$ cat src/rtl/ctrl_decode_stage.sv
`timescale 1ns/1ps
// RV32I(+M) control decode behind a 2-entry skid buffer; one cycle of latency.
// in_ready is registered and drops only when both entries are held; flush clears everything.
module ctrl_decode_stage #(
  parameter bit EN_MEXT = 1'b0,
  parameter int TAG_W   = 4,
  parameter int CNT_W   = 8
) (
  input  logic             clk,
  input  logic             rst_n,
  input  logic             in_valid,
  input  logic [31:0]      in_instr,
  input  logic [TAG_W-1:0] in_tag,
  output logic             in_ready,
  output logic             out_valid,
  input  logic             out_ready,
  output logic             out_regwrite,
  output logic             out_alusrc,
  output logic             out_memwrite,
  output logic [1:0]       out_resultsrc,
  output logic             out_branch,
  output logic             out_jump,
  output logic [2:0]       out_immsrc,
  output logic [4:0]       out_aluctrl,
  output logic             out_illegal,
  output logic [TAG_W-1:0] out_tag,
  input  logic             flush,
  input  logic             cnt_clr,
  output logic [CNT_W-1:0] illegal_cnt
);

  localparam int EW = 16 + TAG_W;

  localparam logic [6:0] OP_LW = 7'b0000011, OP_SW = 7'b0100011, OP_R = 7'b0110011,
                         OP_I = 7'b0010011, OP_BR = 7'b1100011, OP_JAL = 7'b1101111,
                         OP_JALR = 7'b1100111, OP_LUI = 7'b0110111, OP_AUIPC = 7'b0010111;

  localparam logic [4:0] A_ADD = 5'b00000, A_SUB = 5'b00001, A_AND = 5'b00010, A_OR = 5'b00011,
                         A_XOR = 5'b00100, A_SLT = 5'b00101, A_SLL = 5'b00110, A_SRL = 5'b00111,
                         A_SRA = 5'b01000, A_SLTU = 5'b01001, A_PASSB = 5'b01010;

  logic [6:0] opcode, f7;
  logic [2:0] f3;
  logic       rw, as, mw, br, jp, ill;
  logic [1:0] rs;
  logic [2:0] im;
  logic [4:0] alu, base_alu;
  logic [15:0] dec;

  assign opcode = in_instr[6:0];
  assign f3     = in_instr[14:12];
  assign f7     = in_instr[31:25];

  always_comb begin
    case (f3)
      3'b000:  base_alu = A_ADD;
      3'b001:  base_alu = A_SLL;
      3'b010:  base_alu = A_SLT;
      3'b011:  base_alu = A_SLTU;
      3'b100:  base_alu = A_XOR;
      3'b101:  base_alu = A_SRL;
      3'b110:  base_alu = A_OR;
      default: base_alu = A_AND;
    endcase
  end

  always_comb begin
    rw = 1'b0; as = 1'b0; mw = 1'b0; br = 1'b0; jp = 1'b0; ill = 1'b0;
    rs = 2'b00; im = 3'b000; alu = A_ADD;
    case (opcode)
      OP_LW:    begin rw = 1'b1; as = 1'b1; rs = 2'b01; end
      OP_SW:    begin as = 1'b1; mw = 1'b1; im = 3'b001; end
      OP_R: begin
        rw = 1'b1;
        if (f7 == 7'b0000000)                     alu = base_alu;
        else if (f7 == 7'b0100000 && f3 == 3'b000) alu = A_SUB;
        else if (f7 == 7'b0100000 && f3 == 3'b101) alu = A_SRA;
        else if (f7 == 7'b0000001 && EN_MEXT)      alu = {2'b10, f3};
        else                                       ill = 1'b1;
      end
      OP_I: begin
        rw  = 1'b1;
        as  = 1'b1;
        alu = base_alu;
        // Shift immediates carry a funct7-like field in imm[11:5]
        if (f3 == 3'b001 && f7 != 7'b0000000) ill = 1'b1;
        if (f3 == 3'b101) begin
          if (f7 == 7'b0100000)      alu = A_SRA;
          else if (f7 != 7'b0000000) ill = 1'b1;
        end
      end
      OP_BR: begin
        br = 1'b1;
        im = 3'b010;
        case (f3)
          3'b000, 3'b001: alu = A_SUB;
          3'b100, 3'b101: alu = A_SLT;
          3'b110, 3'b111: alu = A_SLTU;
          default:        ill = 1'b1;
        endcase
      end
      OP_JAL:   begin jp = 1'b1; rw = 1'b1; rs = 2'b10; im = 3'b011; end
      OP_JALR:  begin jp = 1'b1; rw = 1'b1; as = 1'b1; rs = 2'b10; end
      OP_LUI:   begin alu = A_PASSB; rw = 1'b1; as = 1'b1; im = 3'b100; end
      OP_AUIPC: begin rw = 1'b1; as = 1'b1; im = 3'b100; end
      default:  ill = 1'b1;
    endcase
    if (ill) dec = 16'h0001;
    else     dec = {rw, as, mw, rs, br, jp, im, alu, 1'b0};
  end

  logic [EW-1:0]    head_q, head_d, skid_q, skid_d;
  logic             head_vld_q, head_vld_d, skid_vld_q, skid_vld_d;
  logic             in_ready_q, in_ready_d;
  logic [CNT_W-1:0] cnt_q, cnt_d;
  logic             accept, drain;

  assign accept = in_valid && in_ready_q;
  assign drain  = head_vld_q && out_ready;

  always_comb begin
    head_d     = head_q;
    skid_d     = skid_q;
    head_vld_d = head_vld_q;
    skid_vld_d = skid_vld_q;
    if (flush) begin
      head_vld_d = 1'b0;
      skid_vld_d = 1'b0;
    end else if (!head_vld_q) begin
      if (accept) begin
        head_d     = {dec, in_tag};
        head_vld_d = 1'b1;
      end
    end else if (!skid_vld_q) begin
      if (drain && accept) begin
        head_d = {dec, in_tag};
      end else if (drain) begin
        head_vld_d = 1'b0;
      end else if (accept) begin
        skid_d     = {dec, in_tag};
        skid_vld_d = 1'b1;
      end
    end else if (drain) begin
      head_d     = skid_q;
      skid_vld_d = 1'b0;
    end
    in_ready_d = !(head_vld_d && skid_vld_d);

    cnt_d = cnt_q;
    if (cnt_clr)
      cnt_d = '0;
    else if (accept && ill && !flush && cnt_q != {CNT_W{1'b1}})
      cnt_d = cnt_q + CNT_W'(1);
  end

  always_ff @(posedge clk or negedge rst_n) begin
    if (!rst_n) begin
      head_q     <= '0;
      skid_q     <= '0;
      head_vld_q <= 1'b0;
      skid_vld_q <= 1'b0;
      in_ready_q <= 1'b1;
      cnt_q      <= '0;
    end else begin
      head_q     <= head_d;
      skid_q     <= skid_d;
      head_vld_q <= head_vld_d;
      skid_vld_q <= skid_vld_d;
      in_ready_q <= in_ready_d;
      cnt_q      <= cnt_d;
    end
  end

  assign in_ready    = in_ready_q;
  assign out_valid   = head_vld_q;
  assign illegal_cnt = cnt_q;
  assign {out_regwrite, out_alusrc, out_memwrite, out_resultsrc, out_branch, out_jump,
          out_immsrc, out_aluctrl, out_illegal, out_tag} = head_vld_q ? head_q : '0;

endmodule

$ cat config.mk
export PLATFORM = sky130hd
export DESIGN_NAME = ctrl_decode_stage
export DESIGN_NICKNAME = d
export VERILOG_FILES = /design/src/rtl/ctrl_decode_stage.sv
export SDC_FILE = /design/constraint.sdc
export NUM_CORES = 1
export LEC_CHECK = 0
export BUFFER_PORTS_ARGS = -buffer_cell sky130_fd_sc_hd__buf_4
export CAP_MARGIN = 10
export CORE_ASPECT_RATIO = 2
export CORE_UTILIZATION = 53
export DETAILED_ROUTE_END_ITERATION = 10
export PLACE_DENSITY = 0.83
export SETUP_SLACK_MARGIN = 0.02
export SYNTH_ARGS = -nofsm -noshare
export SYNTH_HDL_FRONTEND = slang
export SYNTH_SLANG_ARGS = --single-unit
export TNS_END_PERCENT = 30
$ cat constraint.sdc
create_clock -name clk -period 2.3 [get_ports clk]
set_input_delay 0.46 -clock clk [delete_from_list [all_inputs] [get_ports clk]]
set_output_delay 0.46 -clock clk [all_outputs]
set_load 0.02 [all_outputs]
# Word level (Yosys, flattened, before mapping)
# Cells that the tools add are included.
[totals] output_inout_bits=30 memories=0 register_bits=51 latch_bits=0 word_cells=103 ram_bits=0 rom_bits=0
[classes] n_div=0 addsub=1 n_mul=0 n_eq_ne=20 muxes=44 bitwise_logic=4 n_reduce_logical=28 n_lt_le_gt_ge=0 n_shift=0
[ops] operator="$mux 20" count=6
[ops] operator="$eq 7x6->1 const B" count=4
[ops] operator="$pmux 4 s7" count=1
[ops] operator="$mux 1" count=24
[ops] operator="$eq 7x7->1 const B" count=3
[ops] operator="$pmux 5 s4" count=1
[ops] operator="$reduce_or 6->1" count=3
[ops] operator="$mux 16" count=1
[ops] operator="$mux 8" count=2
[ops] operator="$mux 5" count=3
[ops] operator="$eq 7x5->1 const B" count=2
[ops] operator="$eq 3x3->1 const B" count=4
[ops] operator="$pmux 3 s4" count=1
[ops] operator="$pmux 4 s3" count=1
[ops] operator="$logic_and 1x1->1" count=10
[ops] operator="$reduce_or 2->1" count=5
[ops] operator="$add 8x1->8 const B" count=1
[ops] operator="$mux 4" count=2
[ops] operator="$ne 8x8->1 const B" count=1
[ops] operator="$eq 7x2->1 const B" count=1
[ops] operator="$logic_not 7->1" count=1
[ops] operator="$reduce_bool 7->1" count=1
[ops] operator="$reduce_or 7->1" count=1
[ops] operator="$eq 3x2->1 const B" count=2
[ops] operator="11 further kinds" count=16

# Depth between registers and ports, before layout
# Gate-level depths: netlist of the first run.
[depth] depth_word=12 depth_mapped=7

# Worst setup path after synthesis of the first run
# Ideal clock, no wire load.
[synth_timing] kind="input to register" start="input in_instr[3]" end="register cnt_q[7], in the netlist illegal_cnt[7]" setup_time_ns=0.078 slack_ns=0.083 stages=6 t_arrival_ns=2.139 path_cell_list="nand3b_1 -> or3_4 -> a311oi_4 -> o21ai_4 -> or4_1 -> a21oi_1"
[synth_between] elab_chain_cells=7
[synth_rtl] element="from (decl)" line="12" text="input logic [31:0] in_instr,"
[synth_rtl] element="$eq 7x6->1, or another cell as far along" line="70" text="case (opcode)"
[synth_rtl] element="$reduce_or 6->1 (no source line)"
[synth_rtl] element="$pmux 1 s4 (*)" line="70"
[synth_rtl] element="$logic_and 1x1->1 (*) (3 in series)" line="152" text="else if (accept && ill && !flush && cnt_q != {CNT_W{1'b1}})"
[synth_rtl] element="$reduce_bool 2->1 (no source line) (*)"
[synth_rtl] element="to (signal assigned)" line="170" text="cnt_q <= cnt_d;"
[synth_rtl] element="to (decl)" line="115" text="logic [CNT_W-1:0] cnt_q, cnt_d;"
# Mark *: on every way between the ends. The rest lies on a longest branch, timed or not.
# A chain may end at the register's enable or synchronous reset.

# Worst setup path in the final report of the first run
# Same ends and word-level chain as after synthesis.

==> flow_summary_export.csv, run 1 <==
group,metric,value,unit
timing,min_period,2.040,ns
critical_path,path_class,"in -> reg",
clocking,clock_path_buffers,2,
route,drc,0,
critical_path,crit_required,2.54,ns
synthesis,synth_cell_types,54,
floorplanning,rows,36,
critical_path,slowest_stage,"or4_1",
timing,max_freq,490.2,MHz
power_and_ir_drop,max-vdd-ir-drop,0.0005873,V
outcome,status,"finished, final reports clean",
global_routing,grt-ovfl-total,0,
floorplanning,ios,72,
clocking,hold_buffers,0,
route,totalWireLength,6.465,mm
critical_path,end_kind,"flop",
floorplanning,die_h,103.9,µm
place,postPlaceCellArea,0.003372,mm²
synthesis,seq_area_frac_synth,44.57,%
synthesis,netlist_instances,312,
critical_path,startpoint,"in_instr[3]",
clocking,clk_latency,0.32,ns
final_layout,diodes,0,
power_and_ir_drop,power,0.001843,W
final_layout,final_nets,425,
timing,slew_headroom,57.96,%
final_layout,nFillCells,396,
final_layout,seq_area,0.001227,mm²
clocking,cts_tree,"built",
final_layout,multi_input_area,0.001431,mm²
route,wl_per_cell,14.69,µm
critical_path,cp_cell_sequence,"buf_4 > nand3b_1 > or3_4 > a311oi_4 > o21ai_4 > or4_1 > a21oi_1",
flow_run,max_cap_viol_count,0,
final_layout,layout_common_cells,"buf_4, dfrtp_1, nand2_1",
synthesis,async_flop_share,100.0,%
floorplanning,initial_core_util,56.09,%
critical_path,arrival,2.28,ns
synthesis,yosys_warnings,0,
route,via_count,2539,
synthesis,ys_ff_latch,49,
floorplanning,die_w,52.97,µm
timing,fin_worst_skew,0.01003,ns
critical_path,setup.worst_path.start_class,"input port",
critical_path,critical_path.max_fanout,8,
route,via_per_inst,5.770,
hold_path,hold_path.class,"in -> async",
final_layout,instances_no_fill,440,
timing,hold_viol,0,
final_layout,final_common_cell,"buf_4",
floorplanning,die_area,0.005506,mm²
place,placed_cells_incl_taps,432,
route,drt_pass1_iterations,4,
global_routing,grt_pass1_vias,2484,
timing,rsz0062_at_grt,"no",
timing,setup_viol,0,
clocking,postCtsSetupRepairBufs,0,
timing,tightestPinTransition,0.6219,ns
power_and_ir_drop,cellPowerDensity,533.8,mW/mm²
critical_path,critPathBufInv,1,
place,hpwl,4.924,mm
final_layout,fin_area,0.003452,mm²
final_layout,area_growth,25.35,%
synthesis,synth_nets,355,
power_and_ir_drop,leakagePower,1.535,nW
synthesis,syn_area,0.002754,mm²
timing,drv_slew,0,
global_routing,grt_use_total,26.55,%
global_routing,grt_pass1_wl,10.86,mm
critical_path,worst-path-stages,7,
critical_path,critPathMaxStageDelay,0.48,ns
clocking,cts-resized-gates,0,
place,gp_congestion,0.7788,
route,postRouteAntennaNets,0,
clocking,clkTransAtPathRegs,0.08,ns
clocking,cts_root_buf,"clkbuf_8",
clocking,clock-sinks,49,
synthesis,synth-edff-count,0,
timing,period_share,88.70,%
clocking,htreeDepth,2,
critical_path,worst-r2r-setup-slack,0.30,ns
synthesis,syn_avg_cell_area,8.827,µm²
critical_path,endpoint,"illegal_cnt[7]",
route,drt_iter0_markers,56,
critical_path,cp_top_family,"simple AND/OR/NAND/NOR gates",
final_layout,drive_gt1_share,28.46,%
critical_path,rr_startpoint,"in_ready",
critical_path,rr_endpoint,"skid_q[2]",
critical_path,rr_worst_depth,4,
synthesis,ys.flop_type,"dfrtp_1",
floorplanning,core_region_area,0.004910,mm²
global_routing,grt_max_degree,50,
global_routing,antenna_found_initial,0,
clocking,cts_buffers,5,
place,port_buffers,55,
## stage by stage
stage	setup WS, ns	util (%)	hold WS [ns]	TNS (ns)
after floorplan	0.08326	-	0.1644	0
after global placement	-0.006705	68.68	0.4613	-0.01322
after detailed placement	-0.06493	68.68	0.4702	-0.1353
after CTS	0.2622	70.31	0.1733	0
after global routing	0.1709	70.31	0.1944	0
final	0.2599	70.31	0.1449	0
## flip-flops by register name (all words and copies together), names as in the netlist
signal,count
skid_vld_q,1
head_q,19
skid_q,19
out_valid,1
illegal_cnt,8
in_ready,1
## routing by layer
layer / routed length (µm) / up-vias / track usage [%]
met2: 3693 / 66 / 47.92
met3: 209 / 11 / 4.386
met1: 2355 / 1227 / 27.44
met5: 0 / - / 0
met4: 206 / 0 / 13.35
li1: - / 1235 / -
## synthesized netlist by cell type, types with 4 or more instances
cell type	number	share of area [%]
xor2_1	4	1.3
and2_1	21	4.8
dfrtp_1	48	44
a31oi_1	10	2.3
nor3_1	7	1.3
a21oi_1	24	4.4
mux2_2	9	3.7
nand2_1	42	5.7
o21ai_0	24	4.4
nand3b_1	4	1.1
o31ai_1	4	1.1
nand3_1	9	1.6
o211ai_1	5	1.4
inv_1	5	0.68
nor2_1	33	4.5
clkbuf_1	14	1.9
## area by class of cell
| cell class | count | share of cell area, % |
|---|---|---|
| Clock buffer | 8 | 2.320 |
| Inverter | 5 | 0.5437 |
| Multi-Input combinational cell | 238 | 41.46 |
| Sequential cell | 49 | 35.56 |
| Tap cell | 57 | 2.066 |
| Timing Repair Buffer | 83 | 18.05 |
## power breakdown
part           internal, W  switching (W)
Combinational     0.000168       0.000194
Clock             0.000217       0.000283
Sequential        0.000938      0.0000427
Total              0.00132       0.000520
## worst min-delay path by stage
stage | from | end | cells past startpoint
after floorplan | rst_n | head_q[0] | 0
after global placement | skid_q[11] | skid_q[11] | 2
after detailed placement | skid_q[4] | skid_q[4] | 2
after CTS | rst_n | skid_q[1] | 1
after global routing | rst_n | skid_q[1] | 1
final | rst_n | out_valid | 1
## logic make-up (layout without fill, tap and decap cells)
group	after synthesis	in the layout	share of synthesized area, %
adders and majority gates	1	1	0.4543
AOI/OAI and AO/OA	85	85	20.17
other	1	1	0.1362
buffers and inverters	25	96	3.907
and+or+nand+nor	137	137	25.44
muxes	10	10	4.044
DFF	49	49	44.57
xor gates and xnor gates	4	4	1.272
Power figures use the tool's default switching activity.
==> run 2: changes to the inputs <==
- CORE_ASPECT_RATIO: 2 -> unset
- CORE_UTILIZATION: 53 -> 55
- CTS_BUF_LIST: unset -> sky130_fd_sc_hd__clkbuf_8
- PLACE_DENSITY: 0.83 -> 0.86
==> flow_summary_export.csv, run 2 (synthesis gave the netlist of run 1 again) <==
group,metric,value,unit
clocking,clock_path_buffers,2,
floorplanning,die_w,72.76,µm
critical_path,rr_startpoint,"illegal_cnt[0]",
global_routing,grt_pass1_wl,11.12,mm
global_routing,grt_use_total,27.03,%
critical_path,crit_required,2.53,ns
critical_path,critical_path.max_fanout,7,
floorplanning,ios,72,
place,gp_congestion,0.8393,
critical_path,rr_worst_depth,8,
timing,min_period,2.076,ns
hold_path,hold_path.class,"in -> async",
final_layout,final_common_cell,"buf_4",
timing,setup_viol,0,
final_layout,final_nets,424,
timing,tightestPinTransition,0.7840,ns
timing,slew_headroom,47.73,%
route,via_per_inst,5.755,
clocking,cts-resized-gates,0,
clocking,clkTransAtPathRegs,0.09,ns
route,totalWireLength,6.503,mm
clocking,postCtsSetupRepairBufs,0,
outcome,status,"finished, final reports clean",
timing,rsz0062_at_grt,"no",
clocking,cts_root_buf,"clkbuf_8",
power_and_ir_drop,max-vdd-ir-drop,0.0003275,V
global_routing,grt-ovfl-total,0,
power_and_ir_drop,power,0.001849,W
critical_path,startpoint,"in_instr[3]",
timing,drv_slew,0,
global_routing,antenna_found_initial,0,
route,wl_per_cell,14.48,µm
final_layout,area_growth,26.22,%
route,drt_iter0_markers,320,
critical_path,end_kind,"flop",
place,hpwl,4.670,mm
floorplanning,die_area,0.005294,mm²
place,placed_cells_incl_taps,441,
route,via_count,2584,
timing,final.setup.tns,0,ns
timing,period_share,90.27,%
clocking,hold_buffers,0,
final_layout,diodes,0,
clocking,cts_tree,"built",
place,port_buffers,55,
final_layout,fin_area,0.003476,mm²
flow_run,max_cap_viol_count,0,
timing,fin_worst_skew,0.004223,ns
place,postPlaceCellArea,0.003390,mm²
floorplanning,initial_core_util,57.54,%
route,drc,0,
floorplanning,rows,25,
final_layout,instances_no_fill,449,
final_layout,layout_common_cells,"buf_4, dfrtp_1, nand2_1",
clocking,htreeDepth,2,
global_routing,grt_pass1_vias,2313,
clocking,clock-sinks,49,
route,drt_pass1_iterations,6,
route,postRouteAntennaNets,0,
global_routing,grt_max_degree,50,
floorplanning,core_region_area,0.004786,mm²
clocking,cts_buffers,5,
power_and_ir_drop,leakagePower,1.537,nW
critical_path,path_class,"in -> reg",
critical_path,setup.worst_path.start_class,"input port",
critical_path,worst-r2r-setup-slack,0.31,ns
power_and_ir_drop,cellPowerDensity,531.8,mW/mm²
final_layout,drive_gt1_share,29.06,%
clocking,clk_latency,0.30,ns
final_layout,postLayoutCoreUtil,72.63,%
timing,hold_viol,0,
critical_path,arrival,2.31,ns
timing,max_freq,481.6,MHz
floorplanning,die_h,72.76,µm
[run 2: changes by cell type in the layout (fill, tap and decap cells not counted)]
cell	previous run	this run
buf_4	83	81
clkinv_2	0	2
clkbuf_1	3	0
clkinvlp_4	0	1
buf_12	0	1
[run 2: final timing paths]
check                                 endpoint
worst min register to register       skid_q[7]
max in group asynchronous            head_q[4]
min in group clk                    skid_vld_q
worst min-delay path                skid_vld_q
worst max register to register  illegal_cnt[7]
worst max-delay path            illegal_cnt[7]
[run 2: cell type report]
| class | count | area (µm²) |
|---|---|---|
| clock buffer | 5 | 68.82 |
| multi-input combinational | 238 | 1431 |
| timing repair buffer | 82 | 628.1 |
| tap | 67 | 83.83 |
| inverter | 5 | 18.77 |
| clock inverter | 3 | 17.52 |
| sequential | 49 | 1227 |
| fill | 374 | 1310 |
[run 2: worst max-delay path, cell delays in order]
cell,delay (ns)
buf_4,0.11
nand3b_1,0.16
or3_4,0.40
a311oi_4,0.38
o21ai_4,0.13
or4_1,0.50
a21oi_1,0.17
[run 2: where the power goes]
group / leakage (nW) / internal (W) / switching [W]
clock network: 0.0439 / 0.000210 / 0.000292
registers: 0.633 / 0.000938 / 0.0000407
logic: 0.860 / 0.000170 / 0.000198
[run 2: routing by layer]
| metal | vias up | track usage [%] | routed length, µm |
|---|---|---|---|
| met2 | 98 | 43.30 | 3237 |
| li1 | 1241 | - | - |
| met4 | 0 | 7.843 | 78 |
| met1 | 1236 | 38.03 | 2863 |
| met5 | - | 0 | 0 |
| met3 | 9 | 4.420 | 324 |
[run 2: per-stage QoR]
| stage | setup slack (ns) | hold slack (ns) |
|---|---|---|
| 6_report | 0.2237 | 0.1583 |
| 5_1_grt | 0.1112 | 0.2028 |
| 2_1_floorplan | 0.08326 | 0.1644 |
| 3_3_place_gp | -0.02623 | 0.4620 |
| 3_5_place_dp | -0.1008 | 0.4702 |
| 4_1_cts | 0.2113 | 0.1842 |
